===== src/rtl/barrel_shift_right_pipe_if.sv =====
// Valid/ready stream bundle for the pipelined right barrel shifter.
// Operand side carries data, shift amount and mode; result side data and sticky.
interface barrel_shift_right_pipe_if #(
    parameter int WIDTH = 16,
    parameter int SW    = $clog2(WIDTH)
);
    logic             in_valid;
    logic             in_ready;
    logic [WIDTH-1:0] in_data;
    logic [SW-1:0]    in_shamt;
    logic             in_arith;
    logic             out_valid;
    logic             out_ready;
    logic [WIDTH-1:0] out_data;
    logic             out_sticky;

    modport master (
        output in_valid,
        output in_data,
        output in_shamt,
        output in_arith,
        output out_ready,
        input  in_ready,
        input  out_valid,
        input  out_data,
        input  out_sticky
    );

    modport slave (
        input  in_valid,
        input  in_data,
        input  in_shamt,
        input  in_arith,
        input  out_ready,
        output in_ready,
        output out_valid,
        output out_data,
        output out_sticky
    );
endinterface


===== src/rtl/barrel_shift_right_pipe.sv =====
// Right barrel shifter, one registered stage per shift-amount bit.
// Logical/arithmetic fill, sticky OR of discarded bits, valid/ready flow.
module barrel_shift_right_pipe #(
    parameter int WIDTH = 16
) (
    input logic                      clk,
    input logic                      rst,
    barrel_shift_right_pipe_if.slave bus
);
    localparam int SW = $clog2(WIDTH);

    typedef struct packed {
        logic             v;
        logic [WIDTH-1:0] d;
        logic [SW-1:0]    sh;
        logic             ar;
        logic             st;
    } stg_t;

    logic [SW-1:0] vld;

    for (genvar k = 0; k < SW; k++) begin : g_stg
        localparam int S = 1 << k;
        localparam logic [WIDTH-1:0] LO = ~({WIDTH{1'b1}} << S);
        localparam logic [WIDTH-1:0] HI = ~({WIDTH{1'b1}} >> S);
        localparam logic [SW-1:0] UP = {SW{1'b1}} << k;

        stg_t src;
        stg_t nxt;
        stg_t q;
        logic adv;

        if (k == 0) begin : g_in
            assign src = '{
                v:  bus.in_valid,
                d:  bus.in_data,
                sh: bus.in_shamt,
                ar: bus.in_arith,
                st: 1'b0
            };
        end else begin : g_chain
            assign src = g_stg[k-1].q;
        end

        assign vld[k] = q.v;
        // A hole anywhere downstream (or a drained output) lets this stage move.
        assign adv = bus.out_ready | (|(~vld & UP));

        always_comb begin
            nxt = src;
            if (src.sh[k]) begin
                nxt.d  = (src.d >> S)
                       | ({WIDTH{src.ar & src.d[WIDTH-1]}} & HI);
                nxt.st = src.st | (|(src.d & LO));
            end
        end

        always_ff @(posedge clk) begin
            if (rst) begin
                q <= '0;
            end else if (adv) begin
                q <= nxt;
            end
        end
    end

    assign bus.in_ready   = g_stg[0].adv & ~rst;
    assign bus.out_valid  = g_stg[SW-1].q.v;
    assign bus.out_data   = g_stg[SW-1].q.d;
    assign bus.out_sticky = g_stg[SW-1].q.st;
endmodule


===== src/flat_wrapper.sv =====
// flat-port wrapper written by rule: the top's interface ports become plain ports
module barrel_shift_right_pipe_flat 
#(
    parameter int WIDTH = 16
)
  (clk, rst, bus_in_valid, bus_in_data, bus_in_shamt, bus_in_arith, bus_out_ready, bus_in_ready, bus_out_valid, bus_out_data, bus_out_sticky);
  barrel_shift_right_pipe_if #(.WIDTH(WIDTH)) bus_i ();
  input logic clk;
  input logic rst;
  input wire logic [$bits(bus_i.in_valid)-1:0] bus_in_valid;
  input wire logic [$bits(bus_i.in_data)-1:0] bus_in_data;
  input wire logic [$bits(bus_i.in_shamt)-1:0] bus_in_shamt;
  input wire logic [$bits(bus_i.in_arith)-1:0] bus_in_arith;
  input wire logic [$bits(bus_i.out_ready)-1:0] bus_out_ready;
  output wire logic [$bits(bus_i.in_ready)-1:0] bus_in_ready;
  output wire logic [$bits(bus_i.out_valid)-1:0] bus_out_valid;
  output wire logic [$bits(bus_i.out_data)-1:0] bus_out_data;
  output wire logic [$bits(bus_i.out_sticky)-1:0] bus_out_sticky;
  assign bus_i.in_valid = bus_in_valid;
  assign bus_i.in_data = bus_in_data;
  assign bus_i.in_shamt = bus_in_shamt;
  assign bus_i.in_arith = bus_in_arith;
  assign bus_i.out_ready = bus_out_ready;
  assign bus_in_ready = bus_i.in_ready;
  assign bus_out_valid = bus_i.out_valid;
  assign bus_out_data = bus_i.out_data;
  assign bus_out_sticky = bus_i.out_sticky;
  barrel_shift_right_pipe #(.WIDTH(WIDTH)) u_core (.clk(clk), .rst(rst), .bus(bus_i));
endmodule

===== config.mk =====
export PLATFORM = sky130hd
export DESIGN_NAME = barrel_shift_right_pipe_flat
export DESIGN_NICKNAME = d
export VERILOG_FILES = /design/src/rtl/barrel_shift_right_pipe_if.sv /design/src/rtl/barrel_shift_right_pipe.sv /design/src/flat_wrapper.sv
export SDC_FILE = /design/constraint.sdc
export NUM_CORES = 1
export LEC_CHECK = 0
export BUFFER_PORTS_ARGS = -buffer_cell sky130_fd_sc_hd__buf_2
export CAP_MARGIN = 10
export CORE_UTILIZATION = 45
export CTS_CLUSTER_DIAMETER = 50
export DETAILED_ROUTE_END_ITERATION = 16
export PLACE_DENSITY_LB_ADDON = 0.25
export SLEW_MARGIN = 20
export SYNTH_ARGS = -nofsm -noshare
export SYNTH_HDL_FRONTEND = slang
export SYNTH_SLANG_ARGS = --single-unit
export TNS_END_PERCENT = 5

===== constraint.sdc =====
create_clock -name clk -period 1.25 [get_ports clk]
set_input_delay 0.25 -clock clk [delete_from_list [all_inputs] [get_ports clk]]
set_output_delay 0.25 -clock clk [all_outputs]
set_load 0.05 [all_outputs]

# Word-level counts from Yosys, hierarchy flattened
# Cells that the tools add are included.
[op_classes]
n_mux = 8
n_bitwise = 18
reduce_logical = 6
[ops]
columns = ["cell", "n"]
rows = [
  ["16-bit two-way mux", 4],
  ["12-bit by 16-bit OR with 16-bit output", 1],
  ["14-bit by 16-bit OR with 16-bit output", 1],
  ["15-bit by 16-bit OR with 16-bit output", 1],
  ["8-bit by 16-bit OR with 16-bit output", 1],
  ["4-bit OR reduction", 2],
  ["8-bit OR reduction", 1],
  ["1-bit OR", 7],
  ["1-bit bitwise AND", 5],
  ["1-bit two-way mux", 4],
  ["4-bit NOT", 1],
  ["2-bit OR reduction", 2],
  ["3-bit OR reduction", 1],
  ["1-bit NOT", 1],
]
[totals]
ff_bits = 87
inputBits = 25
out_inout_bits = 19
word_cells = 50

# Depth between registers and ports, before layout
# Gate-level depths: netlist of the first run.
[depth]
ltp_word = 4
ltp_mapped = 5
mapped_depth_nobuf = 3

# Worst setup path after synthesis of the first run
# OpenSTA, ideal clock, no wires.
[synth_timing]
kind = "reg-to-output"
startpoint = "register u_core.g_stg[3].q, in the netlist u_core.bus.out_valid"
endpoint = "output bus_in_ready"
arrival_ps = 1579
required_time_ps = 1000
path_slack_ps = -579
stages_incl_launch_ff = 5
path_buffers = 1
cell_sequence = "dfxtp_1 nand4b_1 buf_4 nor2_1 nor2_1"
[synth_via]
elab_chain_cells = 4
[synth_lines]
columns = ["item", "line_no", "rtl"]
rows = [
  ["start, declared", "barrel_shift_right_pipe.sv:30", "stg_t q;"],
  ["start signal, assigned", "barrel_shift_right_pipe.sv:62", "q <= nxt;"],
  ["4-bit NOT", "barrel_shift_right_pipe.sv:47", "assign adv = bus.out_ready | (|(~vld & UP));"],
  ["4-bit OR reduction", "barrel_shift_right_pipe.sv:47", ""],
  ["1-bit OR", "barrel_shift_right_pipe.sv:47", ""],
  ["1-bit bitwise AND", "barrel_shift_right_pipe.sv:67", "assign bus.in_ready = g_stg[0].adv & ~rst;"],
  ["end, declared", "flat_wrapper.sv:15", "output wire logic [$bits(bus_i.in_ready)-1:0] bus_in_ready;"],
]
# No other way between the ends.

# Worst setup path in the final report of the first run
# Same ends and word-level chain as after synthesis.

==> summary.md, run 1 <==
| Metric | Value |
|---|---|
| Status | complete, but fails checks |
| Failing checks | negative setup slack |
| Final setup violation count | 42 |
| Layout area overhead | 27.0% |
| Most used cell, CP | nor2_4 |
| Routed WL | about 7600 um |
| Synthesis-stage register bit count | 81 |
| Netlist Area Pre-Place | between 0.003 and 0.004 mm^2 |
| Commonest non-fill, non-tap cell in the layout | dfxtp_1 |
| CTS buffer count | 9 |
| Cell chain of the critical path | nand4b_1, nor2_4, nor2_4, buf_6 |
| Die ar. | 0.00859 mm^2 |
| Layout Cells excl Fill | approximately 550 |
| Hpwl dp | about 5200 um |
| Worst-path maximum fanout | 2 |
| Avg WL per Cell | 13.8 um |
| Post-synth cell types | 36 |
| Max-Cap Viols | 0 |
| Pwr dens | roughly 1100 mW/mm^2 |
| Fin util | about three fifths |
| Initial antenna violation count | 0 |
| Crit end category | primary output |
| Max_slew headroom | ~74% |
| Syn nets | 417 |
| Total Neg Setup Slack | -3100 ps |
| CTS tree | built |
| VDD IR max | 0.000500 V |
| Die extent in y | a little over 90 um |
| Post-CTS Hold Buffers | 0 |
| Unrepaired setup endpoints after global routing | yes |
| Worst-Margin Slew | just under 400 ps |
| FP Rows | 32 |
| Worst hold path class | input pin to flip-flop |
| Skew-Pair Late Insertion Delay | 350 ps |
| Grt total ovfl | 0 |
| Detailed-route via count | 2,931 |
| Share of layout cells above drive strength 1 | between 30 and 40% |
| Critical Path AT | 1250 ps |
| CTS H-Tree Depth | 3 |
| Finished layout cell area | 0.00470 mm^2 |
| Initial Utilization | 47.1% |
| DRC | 0 |
| Setup Skew | around 8.1 ps |
| Vias per std cell | 5.29 |
| Die W | 92.7 um |
| Setup CP Type | flip-flop to primary output |
| Clock root buffer master | clkbuf_8 |
| Post-synthesis cell count | ~390 |
| Vias in the first global route | roughly 2,800 |
| Fin. max-slew vios | 0 |
| Final Hold Vio Count | 0 |
| Area after DPL | 0.00417 mm^2 |
| Avg Inst Size Synth | ~9.4 um^2 |
| Clk slew on worst S/H paths | approximately 80 ps |
| Tot Pwr | about 5.2 mW |
| # diodes | 0 |
| Antenna Nets Post-Route | 0 |
| Placer Congestion | between 0.7 and 0.8 |
| Placed Cells | 532 |
| Largest net degree at the start of global routing | 34 |
| Worst hold margin | roughly 120 ps |
| Setup ws final | -247 ps |
| Sequential area share after synthesis | approximately 44% |
| Port buffer count | 43 |
| CP Launch Type | flip-flop |
| Clock tree buffer depth | 2 |
| Core area | 0.00785 mm^2 |
| Crit path max-delay cell type | dfxtp_4 |
| Iteration-0 DRC Markers | 52 |
| CP peak stage delay | 350 ps |
| Dpl ws | -56.7 ps |
| First-pass GRT wire length | 12,900 um |
| Drt pass-1 iters | 4 |
| Most frequent cells in the layout | dfxtp_1, nor2_1, buf_2, a211oi_1, mux2i_1 |
| Top-level I/O count | 44 |
| Synth warnings | 0 |
| Fin crit share | 120% |
| Max frequency | roughly 670 MHz |
| GRT Resource Usage Total | 18.6% |
| LEAKAGE | between 1.5 and 2 nW |
| Fin nets | 472 |
| Clk sinks | 81 |
| Fin crit period | about 1500 ps |
| Required time of the critical path | 1000 ps |
per-layer routing:
metal / vias to the layer above / GRT usage (%) / share of wire (%) / wire [um]
met4: 0 / 8.08 / 1.3 / 100
met3: 7 / 2.71 / 2.6 / 197
li1: 1534 / - / - / -
met5: - / 0 / 0 / 0
met1: 1345 / 24.8 / 48 / 3670
met2: 45 / 30.1 / 48 / 3680
worst max-delay path: cells and delay by family, from the launching register on:
kind | cells | cell delay (ps)
buffers and inverters | 1 | 150
flip-flops | 1 | 350
AND/OR/NAND/NOR | 3 | 400
synth_stat cells (all sizes together):
cell type	n	area share [%]
a31oi	2	0.51
a21oi	15	2.0
nand3	9	1.2
o21ai	5	0.68
or4	3	0.61
and2b	7	1.4
nand2b	14	2.4
o21a	1	0.20
a311oi	1	0.24
nand4b	1	0.24
o221ai	1	0.24
a211oi	46	9.9
buf	26	5.0
nor3	34	6.1
o21ba	1	0.27
nand3b	1	0.20
inv	2	0.20
dfxtp	81	44
clkbuf	12	1.2
nor2b	10	1.7
nor2	55	5.6
mux2i	34	9.2
and3b	1	0.24
o211ai	1	0.20
nand2	13	1.3
a221oi	15	5.1
and4b	1	0.27
report_power, final:
group | switching [mW] | internal, mW
sequential | 0.0942 | 2.69
clock | 0.926 | 0.921
combinational | 0.336 | 0.275
cell families (layout without fill, tap and decap cells):
family	after synthesis	after routing	share of synthesized area, %
muxes	34	34	9.20
buffers and inverters	40	100	6.43
AOI/OAI and AO/OA	88	88	19.3
DFF	81	81	43.8
and+or+nand+nor	149	149	21.2
flip-flops by register name (all words and copies together) (netlist names):
name	flops
u_core.g_stg.q	63
u_core.bus.out_data	16
u_core.bus.out_sticky	1
u_core.bus.out_valid	1
timing repair:
| item | 4_1_cts | 5_1_grt |
|---|---|---|
| gates cloned | 0 | 2 |
| hold endpoints to repair | 0 | 0 |
| buffers inserted | 5 | 1 |
| pin swaps | 4 | 19 |
| setup endpoints to repair | 5 | 64 |
| gates resized for setup | 32 | 30 |
final cells by class:
| class | count | area [um^2] |
|---|---|---|
| clock buffers | 11 | 131 |
| clock inverters | 5 | 56.3 |
| fillers | 694 | 3150 |
| inverters | 2 | 7.51 |
| multi-input cells | 271 | 2080 |
| flip-flops and latches | 81 | 1630 |
| well taps | 102 | 128 |
| repair buffers | 82 | 663 |
final timing paths:
check / depth (start not counted) / to / slack (ps) / start
setup / recovery: 4 / bus_in_ready / -250 / u_core.bus.out_valid$_SDFFE_PP0P_
setup reg to reg: 6 / u_core.g_stg[0].q[0]$_SDFFE_PP0P_ / -120 / u_core.bus.out_valid$_SDFFE_PP0P_
hold reg to reg: 2 / u_core.bus.out_data[15]$_SDFFE_PP0P_ / 460 / u_core.bus.out_data[15]$_SDFFE_PP0P_
hold / removal: 2 / u_core.g_stg[0].q[22]$_SDFFE_PP0P_ / 120 / bus_in_valid
Power figures use the tool's default switching activity.
==> inputs of run 2 (changes only) <==
--- a/config.mk
+++ b/config.mk
@@ -7,10 +7,12 @@
 export LEC_CHECK = 0
 export BUFFER_PORTS_ARGS = -buffer_cell sky130_fd_sc_hd__buf_2
 export CAP_MARGIN = 10
-export CORE_UTILIZATION = 45
+export CELL_PAD_IN_SITES_DETAIL_PLACEMENT = 0
+export CELL_PAD_IN_SITES_GLOBAL_PLACEMENT = 1
+export CORE_UTILIZATION = 40
 export CTS_CLUSTER_DIAMETER = 50
 export DETAILED_ROUTE_END_ITERATION = 16
-export PLACE_DENSITY_LB_ADDON = 0.25
+export PLACE_DENSITY_LB_ADDON = 0.1
 export SLEW_MARGIN = 20
 export SYNTH_ARGS = -nofsm -noshare
 export SYNTH_HDL_FRONTEND = slang
==> run 2 against run 1 <==
- the run ends with design-rule violations, negative setup slack left
- combinational power increased by 9.3%
- global-route usage down 1.3 points
- utilization shrank 5.7 points
- sequential power about the same
- total power increased by 2.5%
- hold slack improved by 9.7 ps
- critical endpoint unchanged
- largest power group unchanged
==> summary.md, run 2 (synthesized netlist as in run 1, its figures left out) <==
| Metric | Value |
|---|---|
| Dpl ws | -55.1 ps |
| Placer Congestion | between 0.6 and 0.7 |
| Drt pass-1 iters | 12 |
| Avg WL per Cell | 14.8 um |
| Die extent in y | 98.2 um |
| Total Neg Setup Slack | -4180 ps |
| Comb pwr share | 12.4% |
| Layout Cells excl Fill | 564 |
| Clock tree buffer depth | 2 |
| Crit end category | primary output |
| VDD IR max | around 0.00043 V |
| Commonest non-fill, non-tap cell in the layout | dfxtp_1 |
| Fill cell count | 851 |
| Required time of the critical path | 1000 ps |
| Switching pwr | roughly 1.4 mW |
| Critical Path AT | approximately 1200 ps |
| Clock root buffer master | clkbuf_8 |
| Clk sinks | 81 |
| DRC | 4 |
| Design internal power | around 4.0 mW |
| Final setup violation count | 48 |
| Placed Cells | 540 |
| Iteration-0 DRC Markers | 55 |
| Initial antenna violation count | 0 |
| Final Hold Vio Count | 0 |
| Setup CP Type | flip-flop to primary output |
| CTS tree | built |
| Fin util | 54.2% |
| Fin crit share | 119% |
| Fin. max-slew vios | 0 |
| FP Rows | 34 |
| Worst-Margin Slew | 347 ps |
| GRT Resource Usage Total | between 10% and 20% |
| Share of layout cells above drive strength 1 | 36.4% |
| Die W | between 90 and 100 um |
| Finished layout cell area | 0.00480 mm^2 |
| CP Launch Type | flip-flop |
| Grt total ovfl | 0 |
| Vias per std cell | 5.23 |
| Max-Cap Viols | 0 |
| Antenna Nets Post-Route | 0 |
| Setup ws final | -233 ps |
| Vias in the first global route | 2,765 |
| Initial Utilization | 41.8% |
| Top-level I/O count | 44 |
| Setup Skew | slightly below 8 ps |
| Core area | around 0.009 mm^2 |
| Worst hold path class | input pin to flip-flop |
| Status | complete, but fails checks |
| Largest net degree at the start of global routing | 48 |
| Port buffer count | 43 |
| Most flop-heavy register | u_core.g_stg.q |
| Max_slew headroom | 76.9% |
| Post-CTS Hold Buffers | 0 |
| Detailed-route via count | roughly 3,000 |
| Routed WL | 8320 um |
| Fin crit period | 1480 ps |
| First-pass GRT wire length | ~13,000 um |
| Layout area overhead | 29.6% |
| Worst-path maximum fanout | 2 |
| Seq pwr share | 51.7% |
| Die ar. | 0.00964 mm^2 |
| Failing checks | design-rule violations, negative setup slack |
| CTS H-Tree Depth | 3 |
| Hpwl dp | between 5000 and 6000 um |
| Most frequent cells in the layout | dfxtp_1, nor2_1, buf_2, a211oi_1, mux2i_1 |
| Clock Power Share | 35.8% |
| Unrepaired setup endpoints after global routing | yes |
| Max frequency | 674 MHz |
| Skew-Pair Late Insertion Delay | 350 ps |
| Largest register FFs | 63 |
| LEAKAGE | 1.87 nW |
| Clk slew on worst S/H paths | approximately 80 ps |
| Fin nets | roughly 480 |
| Area after DPL | 0.00420 mm^2 |
| # diodes | 0 |
| Pwr dens | 1120 mW/mm^2 |
| Sw frac | 25.3% |
| CTS buffer count | 9 |
==> run 2: cell count changes in the layout (fill, tap and decap cells not counted), moves of 2 or more <==
cell,delta
a221oi_2,-6
a221oi_4,+8
a221oi_1,-2
nor3_1,+8
nor3_4,-4
o21ai_2,-3
clkbuf_8,+2
o21ai_1,+3
buf_4,+4
nor3_2,-4
==> run 2: worst paths after layout <==
path	start	endpoint	depth (start not counted)	slack, ps
worst max-delay path	u_core.bus.out_valid$_SDFFE_PP0P_	bus_in_ready	4	-230
worst min-delay path	bus_in_valid	u_core.g_stg[0].q[22]$_SDFFE_PP0P_	2	130
worst min register to register	u_core.bus.out_data[15]$_SDFFE_PP0P_	u_core.bus.out_data[15]$_SDFFE_PP0P_	2	450
worst max register to register	u_core.bus.out_valid$_SDFFE_PP0P_	u_core.g_stg[0].q[10]$_SDFFE_PP0P_	6	-190
==> run 2: final cells by class <==
type | count | area (um^2) | share of cell area [%]
clock buffer | 12 | 155 | 3.24
clock inverter | 3 | 40.0 | 0.835
timing repair buffer | 87 | 712 | 14.8
multi-input combinational | 271 | 2120 | 44.2
sequential | 81 | 1630 | 33.9
inverter | 2 | 7.51 | 0.157
tap | 108 | 135 | 2.82
==> run 2: what timing repair did <==
action,CTS,global route
pin swaps,4,28
setup buffers,5,2
gates cloned,0,2
setup endpoints to repair,17,63
resized for setup,18,41
==> run 2: worst max-delay path, stage by stage (launching register included) <==
cell and delay (ps):
dfxtp_4 350, nand4b_1 160, nor2_2 190, nor2_4 40, buf_6 150
==> run 2: per-stage QoR <==
step                total power, mW  hold slack, ps
global route                   5.60             133
detailed placement             3.42             451
global placement               3.41             442
CTS                            5.39             110
floorplan                      3.22             392
finish                         5.38             126
==> run 2: routing by layer <==
| metal | track usage, % | part of all wire [%] | vias to the layer above |
|---|---|---|---|
| met1 | 21.8 | 49 | 1354 |
| met5 | 0 | 0 | - |
| met2 | 29.4 | 48 | 43 |
| met3 | 2.79 | 2.3 | 10 |
| met4 | 7.58 | 1.5 | 0 |
| li1 | - | - | 1544 |
==> run 2: power by group through the flow <==
stage / clock network [mW] / logic, mW / registers [mW]
finish: 1.93 / 0.668 / 2.78
global route: 2.07 / 0.726 / 2.80
CTS: 1.99 / 0.616 / 2.78
detailed placement: 0 / 0.579 / 2.84
global placement: 0 / 0.574 / 2.84
floorplan: 0 / 0.346 / 2.87
